===== config.mk =====
export PLATFORM = sky130hd
export DESIGN_NAME = hilf6_vq_sel
export DESIGN_NICKNAME = d
export VERILOG_FILES = /design/src/rtl/hilf6_vq_sel.sv
export SDC_FILE = /design/constraint.sdc
export NUM_CORES = 1
export LEC_CHECK = 0
export ABC_AREA = 1
export CORE_MARGIN = 1
export CORE_UTILIZATION = 42
export DETAILED_ROUTE_END_ITERATION = 6
export HOLD_SLACK_MARGIN = 0.03
export PLACE_DENSITY = 0.66
export REMOVE_ABC_BUFFERS = 1
export SYNTH_ARGS = -nofsm -noshare
export SYNTH_HDL_FRONTEND = slang
export SYNTH_SLANG_ARGS = --single-unit
export TNS_END_PERCENT = 20

===== constraint.sdc =====
create_clock -name clk -period 4.3 [get_ports clk]
set_input_delay 0.86 -clock clk [delete_from_list [all_inputs] [get_ports clk]]
set_output_delay 0.86 -clock clk [all_outputs]
set_load 0.02 [all_outputs]

===== src/rtl/hilf6_vq_sel.sv =====
// Element selector for the 6-element ISI-shaping DEM path: ranks the loop-filter
// states and turns on the K lowest-ranked elements, with a rotating tie-break.
module hilf6_vq_sel #(
  parameter int N  = 6,
  parameter int W  = 4,
  parameter int KW = 3
) (
  input  logic          clk,
  input  logic          rstn,
  input  logic          en,
  input  logic [KW-1:0] K,
  input  logic [W-1:0]  SFI5,
  input  logic [W-1:0]  SFI4,
  input  logic [W-1:0]  SFI3,
  input  logic [W-1:0]  SFI2,
  input  logic [W-1:0]  SFI1,
  input  logic [W-1:0]  SFI0,
  output logic [N-1:0]  SV,
  output logic [N-1:0]  ST,
  output logic          ovf
);

  // en is a sample strobe with no backpressure: every clock edge with en=1
  // consumes K and SFI and produces a new SV/ST one cycle later.

  logic [2:0]    ptr;
  logic [W-1:0]  sfi  [N];
  logic [2:0]    ord  [N];
  logic [2:0]    rank [N];
  logic [KW-1:0] ks;
  logic [N-1:0]  sv_next;
  logic          k_over;

  assign sfi[0] = SFI0;
  assign sfi[1] = SFI1;
  assign sfi[2] = SFI2;
  assign sfi[3] = SFI3;
  assign sfi[4] = SFI4;
  assign sfi[5] = SFI5;

  assign k_over = (K > KW'(N));
  assign ks     = k_over ? KW'(N) : K;

  // Tie-break order: the element at ptr wins ties, then ptr+1, and so on.
  always_comb begin
    for (int i = 0; i < N; i++) begin
      ord[i] = '0;
      if (3'(i) >= ptr) ord[i] = 3'(i) - ptr;
      else              ord[i] = 3'(i) + 3'(N) - ptr;
    end
  end

  always_comb begin
    for (int i = 0; i < N; i++) begin
      rank[i] = '0;
      for (int j = 0; j < N; j++) begin
        if ((j != i) &&
            ((sfi[j] < sfi[i]) || ((sfi[j] == sfi[i]) && (ord[j] < ord[i]))))
          rank[i] = rank[i] + 3'd1;
      end
    end
  end

  always_comb begin
    sv_next = '0;
    for (int i = 0; i < N; i++)
      sv_next[i] = (rank[i] < ks);
  end

  always_ff @(posedge clk or negedge rstn) begin
    if (!rstn) begin
      SV  <= '0;
      ST  <= '0;
      ovf <= 1'b0;
      ptr <= '0;
    end else if (en) begin
      SV  <= sv_next;
      ST  <= sv_next & ~SV;
      ptr <= (ptr == 3'(N - 1)) ? 3'd0 : ptr + 3'd1;
      if (k_over) ovf <= 1'b1;
    end else begin
      ST <= '0;
    end
  end

endmodule


After elaboration in Yosys (flattened, before gate mapping)
Cells that the tools add are included.
- add/subtract/negate cells: 33
- magnitude comparators: 73
- equality and inequality tests: 31
- multiplexer cells: 39
- bitwise logic cells: 2
- reductions and logical operators: 61
- operators by type and width (operator ; number):
    == test 4 bit ; 30
    less-than comparator 4 bit ; 30
    less-than comparator 3 bit ; 36
    two-way mux 3 bit ; 32
    adder 3 x 1 -> 3 bit (second input constant) ; 22
    logical AND 1 bit ; 30
    logical OR 1 bit ; 30
    subtractor 3 bit (first input constant) ; 4
    adder 1 x 1 -> 2 bit (second input constant) ; 3
    AND 6 bit ; 1
    >= comparator 1 x 3 -> 1 bit (first input constant) ; 2
    >= comparator 2 x 3 -> 1 bit (first input constant) ; 2
    >= comparator 3 bit (first input constant) ; 2
    two-way mux 1 bit ; 6
    two-way mux 6 bit ; 1
    NOT 6 bit ; 1
    subtractor 1 x 3 -> 3 bit (first input constant) ; 2
    subtractor 2 x 3 -> 3 bit (first input constant) ; 2
    == test 3 bit (second input constant) ; 1
    > comparator 3 bit (second input constant) ; 1
    AND reduction 2 bit ; 1
- register bits: 16
- output and inout port bits: 13

Logic depth before layout (Yosys ltp)
Gate-level depths: netlist (run 1).
- depth in word-level cells: 17
- gate-level depth with buffers: 32
- depth with buffers taken out: 31

Least setup slack after synthesis (run 1)
Ideal clock, no wire load.
- path kind: register to register
- start point: reg ptr[1]
- end point: reg ST[5]
- setup time: 0.070 ns
- arrival: 4.113 ns
- required time: 4.230 ns
- path slack: 0.118 ns
- stages on the path, launching flop included: 27
- period minus slack after synthesis: 4.182 ns
- path through: dfrtp_1 -> inv_1 -> ha_1 -> ha_1 -> inv_1 -> nand2_8 -> xor2_4 -> ha_1 -> a21oi_1 -> nand2_1 -> a21o_1 -> nand2_1 -> inv_1 -> ha_1 -> nand3b_1 -> nand2_2 -> inv_1 -> ha_1 -> nand2_1 -> nand2_1 -> ha_1 -> nand2_1 -> xnor2_1 -> ha_1 -> a211oi_1 -> nand2_1 -> nor2_2
- word-level cells in the longest chain between the ends: 17
- elaborated cells between the ends (all ways): 47
- those cells by class: add/sub (12); order compare (12); mux (12); bitwise (1); reduce/logical (10)
- RTL lines (what ; RTL line ; RTL):
    start: declaration ; 26 ; logic [2:0] ptr;
    start signal: assignment ; 79 ; ptr <= (ptr == 3'(N - 1)) ? 3'd0 : ptr + 3'd1;
    subtractor 3 bit (tied with other cells) ; 49 ; else ord[i] = 3'(i) + 3'(N) - ptr;
    two-way mux 3 bit ; 48 ; if (3'(i) >= ptr) ord[i] = 3'(i) - ptr;
    less-than comparator 3 bit ; 58 ; ((sfi[j] < sfi[i]) || ((sfi[j] == sfi[i]) && (ord[j] < ord[i]))))
    logical AND 1 bit ; 58 ;
    logical OR 1 bit ; 58 ;
    two-way mux 1 bit ; 57 ; if ((j != i) &&
    adder 1 x 1 -> 2 bit ; 59 ; rank[i] = rank[i] + 3'd1;
    two-way mux 3 bit ; 57 ;
    adder 3 x 1 -> 3 bit ; 59 ;
    two-way mux 3 bit ; 57 ;
    adder 3 x 1 -> 3 bit ; 59 ;
    two-way mux 3 bit ; 57 ;
    adder 3 x 1 -> 3 bit ; 59 ;
    two-way mux 3 bit * ; 57 ;
    less-than comparator 3 bit * ; 67 ; sv_next[i] = (rank[i] < ks);
    AND 6 bit * ; 78 ; ST <= sv_next & ~SV;
    two-way mux 6 bit * ; 76 ; end else if (en) begin
    end signal: assignment ; 78 ;
    end: declaration ; 19 ; output logic [N-1:0] ST,
Mark *: on every way between the ends. The rest lies on a longest branch, timed or not.
A chain may end at the register's enable or synchronous reset.

Worst setup path after layout (run 1)
- start point: in SFI3[2]
- end point: reg ST[3]
- word-level cells in the longest chain between the ends: 15
- elaborated cells between the ends (all ways): 32
- those cells by class: add/sub (4); order compare (6); eq/ne (5); mux (6); bitwise (1); reduce/logical (10)
- RTL lines (what ; RTL line ; RTL):
    start: declaration ; 14 ; input logic [W-1:0] SFI3,
    branches (longest 11 deep; another with less-than comparator 4 bit) ; -- ;
    two-way mux 3 bit * ; 57 ;
    less-than comparator 3 bit * ; 67 ;
    AND 6 bit * ; 78 ;
    two-way mux 6 bit * ; 76 ;
Mark *: on every way between the ends.

==> results of run 1 <==
-- flip-flops by register name (all words and copies together) (netlist names) --
signal and cells:
SV 6, ptr 3, ovf 1, ST 6
-- metrics by stage --
| stage | hold slack (ns) | instances | util | total power [uW] | worst slack, ns |
|---|---|---|---|---|---|
| after floorplan | 0.5541 | 638 | - | 2152 | 0.02150 |
| after global routing | 0.4727 | 919 | 0.6303 | 4198 | -0.1284 |
| final | 0.4416 | 919 | 0.6303 | 3811 | 0.1718 |
| after CTS | 0.4468 | 905 | 0.5743 | 3277 | -0.009764 |
| after global placement | 0.4287 | 901 | 0.5631 | 2974 | -0.4210 |
| after detailed placement | 0.4374 | 901 | 0.5631 | 3106 | -0.5605 |
-- timing repair --
action / in CTS / in global routing
gates resized for setup: 31 / 104
pin swaps: 2 / 50
endpoints found under the setup margin: 12 / 12
buffers inserted: 1 / 14
endpoints found under the hold margin: 0 / 0
-- worst paths after layout --
kind                       slack (ns)  endpoint    start  cells past startpoint
max                              0.17     ST[3]  SFI3[2]                     24
min                              0.44     ST[3]    SV[3]                      1
max reg2reg                      0.19     ST[5]   ptr[0]                     26
min reg2reg                      0.44     ST[3]    SV[3]                      1
max in group asynchronous        2.74    ptr[0]     rstn                      1
min in group asynchronous        1.05    ptr[1]     rstn                      1
-- power by group through the flow --
stage,clock network (uW),registers [uW],logic [uW]
2_1_floorplan,0,342,1810
3_3_place_gp,0,263,2710
3_5_place_dp,0,268,2840
4_1_cts,114,266,2900
5_1_grt,123,277,3800
6_report,111,269,3430
-- layout by cell type, fill, tap and decap left out, types with 16 or more instances in the layout --
cell,Yosys,final
a21oi_1,24,16
inv_1,106,87
ha_1,119,94
inv_2,3,21
nand3_1,58,54
buf_4,0,100
ha_4,0,22
clkdlybuf4s50_1,0,27
nand2_1,157,141
nor2_1,29,26
nand2_2,19,34
-- worst reg2reg max path, stage by stage, from the launching register on --
cell,delay [ns]
dfrtp_2,0.45
inv_8,0.07
ha_4,0.16
ha_4,0.14
inv_4,0.04
nand2_8,0.09
xor2_4,0.21
ha_1,0.27
a21oi_2,0.15
nand2_1,0.06
a21o_1,0.20
nand2_2,0.07
inv_1,0.07
ha_4,0.24
nand3b_1,0.19
nand2_2,0.11
inv_1,0.04
ha_1,0.27
nand2_2,0.08
nand2_1,0.07
ha_1,0.29
nor2_1,0.10
a31oi_1,0.06
ha_1,0.22
a211oi_2,0.21
nand2_1,0.10
nor2_2,0.08
-- cell type report --
| cell class | count | area, sq um |
|---|---|---|
| repair buffers | 145 | 1224 |
| clock buffers | 3 | 41.29 |
| well taps | 133 | 166.4 |
| inverters | 111 | 429.2 |
| flip-flops and latches | 16 | 401.6 |
| multi-input cells | 511 | 4013 |
| fillers | 886 | 3680 |
-- kinds of logic (layout without fill, tap and decap cells) --
family | after synthesis | count (layout) | synth area share
AO/OA/AOI/OAI | 85 | 85 | 0.1182
XOR/XNOR | 15 | 15 | 0.03434
adder cells (fa/ha/maj) | 119 | 119 | 0.3405
buffers and inverters | 113 | 259 | 0.1010
flip-flops | 16 | 16 | 0.09156
multiplexers | 1 | 1 | 0.002575
AND/OR/NAND/NOR | 291 | 291 | 0.3119
-- routing by layer --
metal  routed length (microns)  GRT usage  vias up
met4                       184    0.03367        0
met1                      5726     0.2888     2256
met5                         0          0        -
met3                       368    0.01378       18
li1                          -          -     2418
met2                      7107     0.4562       85
==> impl_metrics.env, run 1 <==
export IMPL_ys_ff_latch=16
export IMPL_clock_power_share=0.029
export IMPL_wl_per_cell_microns=14.57
export IMPL_root_buffer="clkbuf_8"
export IMPL_globalRouteOverflowTotal=0
export IMPL_synthesis_area_sq_um=4373
export IMPL_synthCells=640
export IMPL_synth_warnings=0
export IMPL_clock_sinks=16
export IMPL_worst_pin_slew_ns=1.009
export IMPL_path_delay_family="adder cells"
export IMPL_period_share=0.9601
export IMPL_arrival_ns=4.31
export IMPL_comb_power_share=0.900
export IMPL_grt_pass1_vias=4652
export IMPL_cp_max_fo=3
export IMPL_finalInstanceArea_sq_um=6275
export IMPL_vias=4777
export IMPL_rows=36
export IMPL_hp_class="flip-flop to flip-flop"
export IMPL_drive_gt1_frac=0.3130
export IMPL_setup_viol=0
export IMPL_cts_clk_slew_worst_paths_ns=0.06
export IMPL_async_flop_share=1.000
export IMPL_tns_ns=0
export IMPL_drc=0
export IMPL_start_kind="input pin"
export IMPL_cp_end_kind="flip-flop"
export IMPL_dr_first_iter_drc_count=264
export IMPL_nNetsFinal=937
export IMPL_synth_edff_count=0
export IMPL_die_y_microns=104.0
export IMPL_syn_area_per_cell_sq_um=6.833
export IMPL_htreeDepth=1
export IMPL_drt_wl_total_mm=13.39
export IMPL_required_ns=4.48
export IMPL_rsz0062_at_grt="true"
export IMPL_die_area_sq_um=10820
export IMPL_io_pins=43
export IMPL_cpMostUsedCell="nand2_1"
export IMPL_clockBufferDepth=2
export IMPL_power_switching_uw=2006
export IMPL_status="finished, final reports clean"
export IMPL_ys_types=40
export IMPL_min_period_ns=4.128
export IMPL_clkLatencyLatePin_ns=0.24
export IMPL_drtAntennaViolNets=0
export IMPL_grt_pass1_wl_mm=20.94
export IMPL_hold_buffers=0
export IMPL_p_leak_uw=0.003407
export IMPL_critPathKind="input pin to flip-flop"
export IMPL_synth_area_leaders="ha_1 34%, nand2_1 13%, dfrtp_1 9.2%, inv_1 9.1%, nand3_1 6.6%"
export IMPL_dpl_hpwl_mm=10.87
export IMPL_synth_top_area_share=0.3405
export IMPL_yosysMostFrequentCell="nand2_1"
export IMPL_grt_use_total=0.2358
export IMPL_viasPerCell=5.198
export IMPL_sequentialPowerShare=0.071
export IMPL_routabilityCongestion=0.8821
export IMPL_antenna_found_initial=0
export IMPL_syn2layout_area_growth_pct=43.49
export IMPL_slew_headroom=0.3214
export IMPL_path_buf_inv=6
export IMPL_ir_worst_vdd_mv=0.4155
export IMPL_cts_buffers=3
export IMPL_swShare=0.5265
export IMPL_cap_violations=0
export IMPL_first_pass_iters=7
export IMPL_cts_tree="done"
export IMPL_yosysTopAreaCell="ha_1"
export IMPL_p_int_uw=1805
export IMPL_io_buffers=42
export IMPL_hold_violations=0
export IMPL_dpl_instance_area_sq_um=5605
export IMPL_synth_ff_type="dfrtp_1"
export IMPL_core_area_sq_um=9955
export IMPL_dieWidth_microns=104.0
export IMPL_power_density_nw_per_um2=607.3
export IMPL_start_util=0.4393
export IMPL_diodes=0
export IMPL_crit_path_cell_trace="clkdlybuf4s50_1 -> inv_2 -> ha_1 -> nand2_2 -> inv_1 -> o21ai_2 -> nand3_1 -> nand2_2 -> inv_1 -> ha_4 -> inv_1 -> nand2_1 -> nand2_2 -> inv_2 -> ha_1 -> nand2_1 -> nand2_1 -> ha_1 -> nand2_1 -> xor2_1 -> ha_1 -> a211oi_2 -> nand2_1 -> nor2_1"
export IMPL_synthTopCellsByCount="157 x nand2_1, 119 x ha_1, 106 x inv_1, 58 x nand3_1, 29 x nor2_1"
export IMPL_drv_slew=0
export IMPL_crit_path_top_delay_cell="clkdlybuf4s50_1"
export IMPL_clock_skew_ns=0.001286
export IMPL_seq_area_frac_synth=0.09156
export IMPL_grt_max_degree=17
export IMPL_fmax_mhz=242.2
export IMPL_max_stage_delay_ns=0.49
(Power assumes the default switching activity.)
==> inputs of run 2 (changes only) <==
GPL_ROUTABILITY_DRIVEN = 1   (was default)
==> results of run 2 <==
The final DEF is identical to that of run 1; final timing and power are the same.
==> inputs of run 3 (changes only) <==
PLACE_DENSITY = 0.64   (was 0.66)
clock period = 4.8 ns   (was 4.3 ns; I/O delays follow)
==> run 3 against run 2 <==
Effect of this change: die area unchanged; final cell count fell by 9.2%; sequential cell count is the same; sequential share of layout area up 1.4 points; clock power down 9%; non-clock buffer count is 85 lower; hold slack improved by 0.0078 ns; power is 29% lower; clock skew grew 0.0016 ns; critical path type is now flip-flop to flip-flop; register-to-register slack improved by 0.12 ns; via count fell by 9.4%; critical path depth grew 1.
==> impl_metrics.env, run 3 (synthesis results as in run 1) <==
export IMPL_multi_input_area_sq_um=3540
export IMPL_grtUsageMet1=0.2734
export IMPL_power_uw=2702
export IMPL_io_pins=43
export IMPL_r2r_worst_path_cells=25
export IMPL_path_buf_inv=3
export IMPL_first_pass_iters=5
export IMPL_r2r_slack_ns=0.31
export IMPL_clkLatencyLatePin_ns=0.25
export IMPL_grt_pass1_vias=4274
export IMPL_regArea_sq_um=401.6
export IMPL_start_util=0.4393
export IMPL_slew_headroom=0.3868
export IMPL_fmax_mhz=222.9
export IMPL_start_kind="flip-flop"
export IMPL_root_buffer="clkbuf_8"
export IMPL_period_share=0.9345
export IMPL_rows=36
export IMPL_final_cell_mix="157 x nand2_1, 117 x ha_1, 104 x inv_1"
export IMPL_final_util=0.5162
export IMPL_drive_gt1_frac=0.1056
export IMPL_clockBufferDepth=2
export IMPL_reg_top3="ST: 6 flops, SV: 6 flops, ptr: 3 flops"
export IMPL_cts_buffers=3
export IMPL_layout_cells_most_common="nand2_1"
export IMPL_arrival_ns=4.67
export IMPL_cap_violations=0
export IMPL_wl_per_cell_microns=13.51
export IMPL_min_delay_start="SV[3]"
export IMPL_diodes=0
export IMPL_dr_first_iter_drc_count=253
export IMPL_cp_end_kind="flip-flop"
export IMPL_ir_worst_vdd_mv=0.2921
export IMPL_core_area_sq_um=9955
export IMPL_met3_usage=0.02256
export IMPL_drt_wl_total_mm=11.27
export IMPL_p_leak_uw=0.002925
export IMPL_crit_path_top_delay_cell="dfrtp_1"
export IMPL_drv_slew=0
export IMPL_routabilityCongestion=0.8672
export IMPL_drc=0
export IMPL_worst_pin_slew_ns=0.9116
export IMPL_antenna_found_initial=0
export IMPL_power_density_nw_per_um2=525.9
export IMPL_hp_class="flip-flop to flip-flop"
export IMPL_setup_viol=0
export IMPL_max_stage_delay_ns=0.48
export IMPL_holdPathEnd="ST[3]"
export IMPL_fillers=1019
export IMPL_hold_violations=0
export IMPL_nNetsFinal=852
export IMPL_r2r_end="ST[5]"
export IMPL_path_delay_family="adder cells"
export IMPL_grt_use_total=0.2187
export IMPL_cts_tree="done"
export IMPL_syn2layout_area_growth_pct=17.51
export IMPL_grt_pass1_wl_mm=19.40
export IMPL_vias=4330
export IMPL_reg2reg_from="ptr[2]"
export IMPL_globalRouteOverflowTotal=0
export IMPL_dieWidth_microns=104.0
export IMPL_clock_sinks=16
export IMPL_clock_skew_ns=0.002907
export IMPL_drtAntennaViolNets=0
export IMPL_required_ns=4.99
export IMPL_dpl_hpwl_mm=9.933
export IMPL_cp_max_fo=10
export IMPL_viasPerCell=5.192
export IMPL_min_period_ns=4.486
export IMPL_htreeDepth=1
export IMPL_io_buffers=42
export IMPL_status="finished, final reports clean"
export IMPL_critPathKind="flip-flop to flip-flop"
export IMPL_cpMostUsedCell="nand2_1"
export IMPL_die_area_sq_um=10820
export IMPL_die_y_microns=104.0
export IMPL_cts_clk_slew_worst_paths_ns=0.06
export IMPL_met2_usage=0.4038
export IMPL_hold_depth=1
export IMPL_busiest_layer="met2"
export IMPL_hold_buffers=0
export IMPL_grt_max_degree=17
-- run 3: area by class of cell --
| cell class | count | share of cell area |
|---|---|---|
| clock buffers | 3 | 0.008035 |
| inverters | 111 | 0.08303 |
| multi-input cells | 511 | 0.6888 |
| flip-flops and latches | 16 | 0.07816 |
| well taps | 133 | 0.03238 |
| repair buffers | 60 | 0.1096 |
-- run 3: how the worst max path moves through the flow --
stage | slack (ns) | to | start | cells after the start
floorplan | 0.52 | ST[5] | ptr[0] | 26
global placement | 0.07 | ST[1] | SFI1[3] | 24
detailed placement | -0.05 | ST[1] | SFI1[3] | 24
CTS | 0.12 | ST[5] | ptr[1] | 26
global route | -0.0009 | ST[2] | ptr[1] | 24
finish | 0.31 | ST[5] | ptr[2] | 25
-- run 3: through the flow --
| stage | setup slack (ns) | cells | setup TNS, ns | hold slack [ns] | area (sq um) |
|---|---|---|---|---|---|
| final | 0.3143 | 834 | 0 | 0.4494 | 5139 |
| after global routing | -0.0009224 | 834 | -0.0009224 | 0.4606 | 5139 |
| after CTS | 0.1206 | 830 | 0 | 0.4477 | 5091 |
| after detailed placement | -0.04516 | 827 | -0.06114 | 0.4387 | 5050 |
| after global placement | 0.07200 | 827 | 0 | 0.4317 | 5050 |
| after floorplan | 0.5215 | 638 | 0 | 0.5541 | 4358 |
-- run 3: routing by layer --
layer / routed length, microns / vias up / share of wire
li1: - / 2240 / -
met1: 5144 / 2008 / 0.46
met2: 5425 / 70 / 0.48
met3: 502 / 12 / 0.045
met4: 195 / 0 / 0.017
met5: 0 / - / 0
-- run 3: what timing repair did --
item / in CTS / in global routing
setup endpoints to repair: 0 / 9
gates resized for setup: 0 / 10
setup buffers: 0 / 4
-- run 3: power by group --
part	total [uW]	switching [uW]	internal [uW]
registers	244	49.1	195
clock network	101	45.0	55.6
logic	2360	1440	918
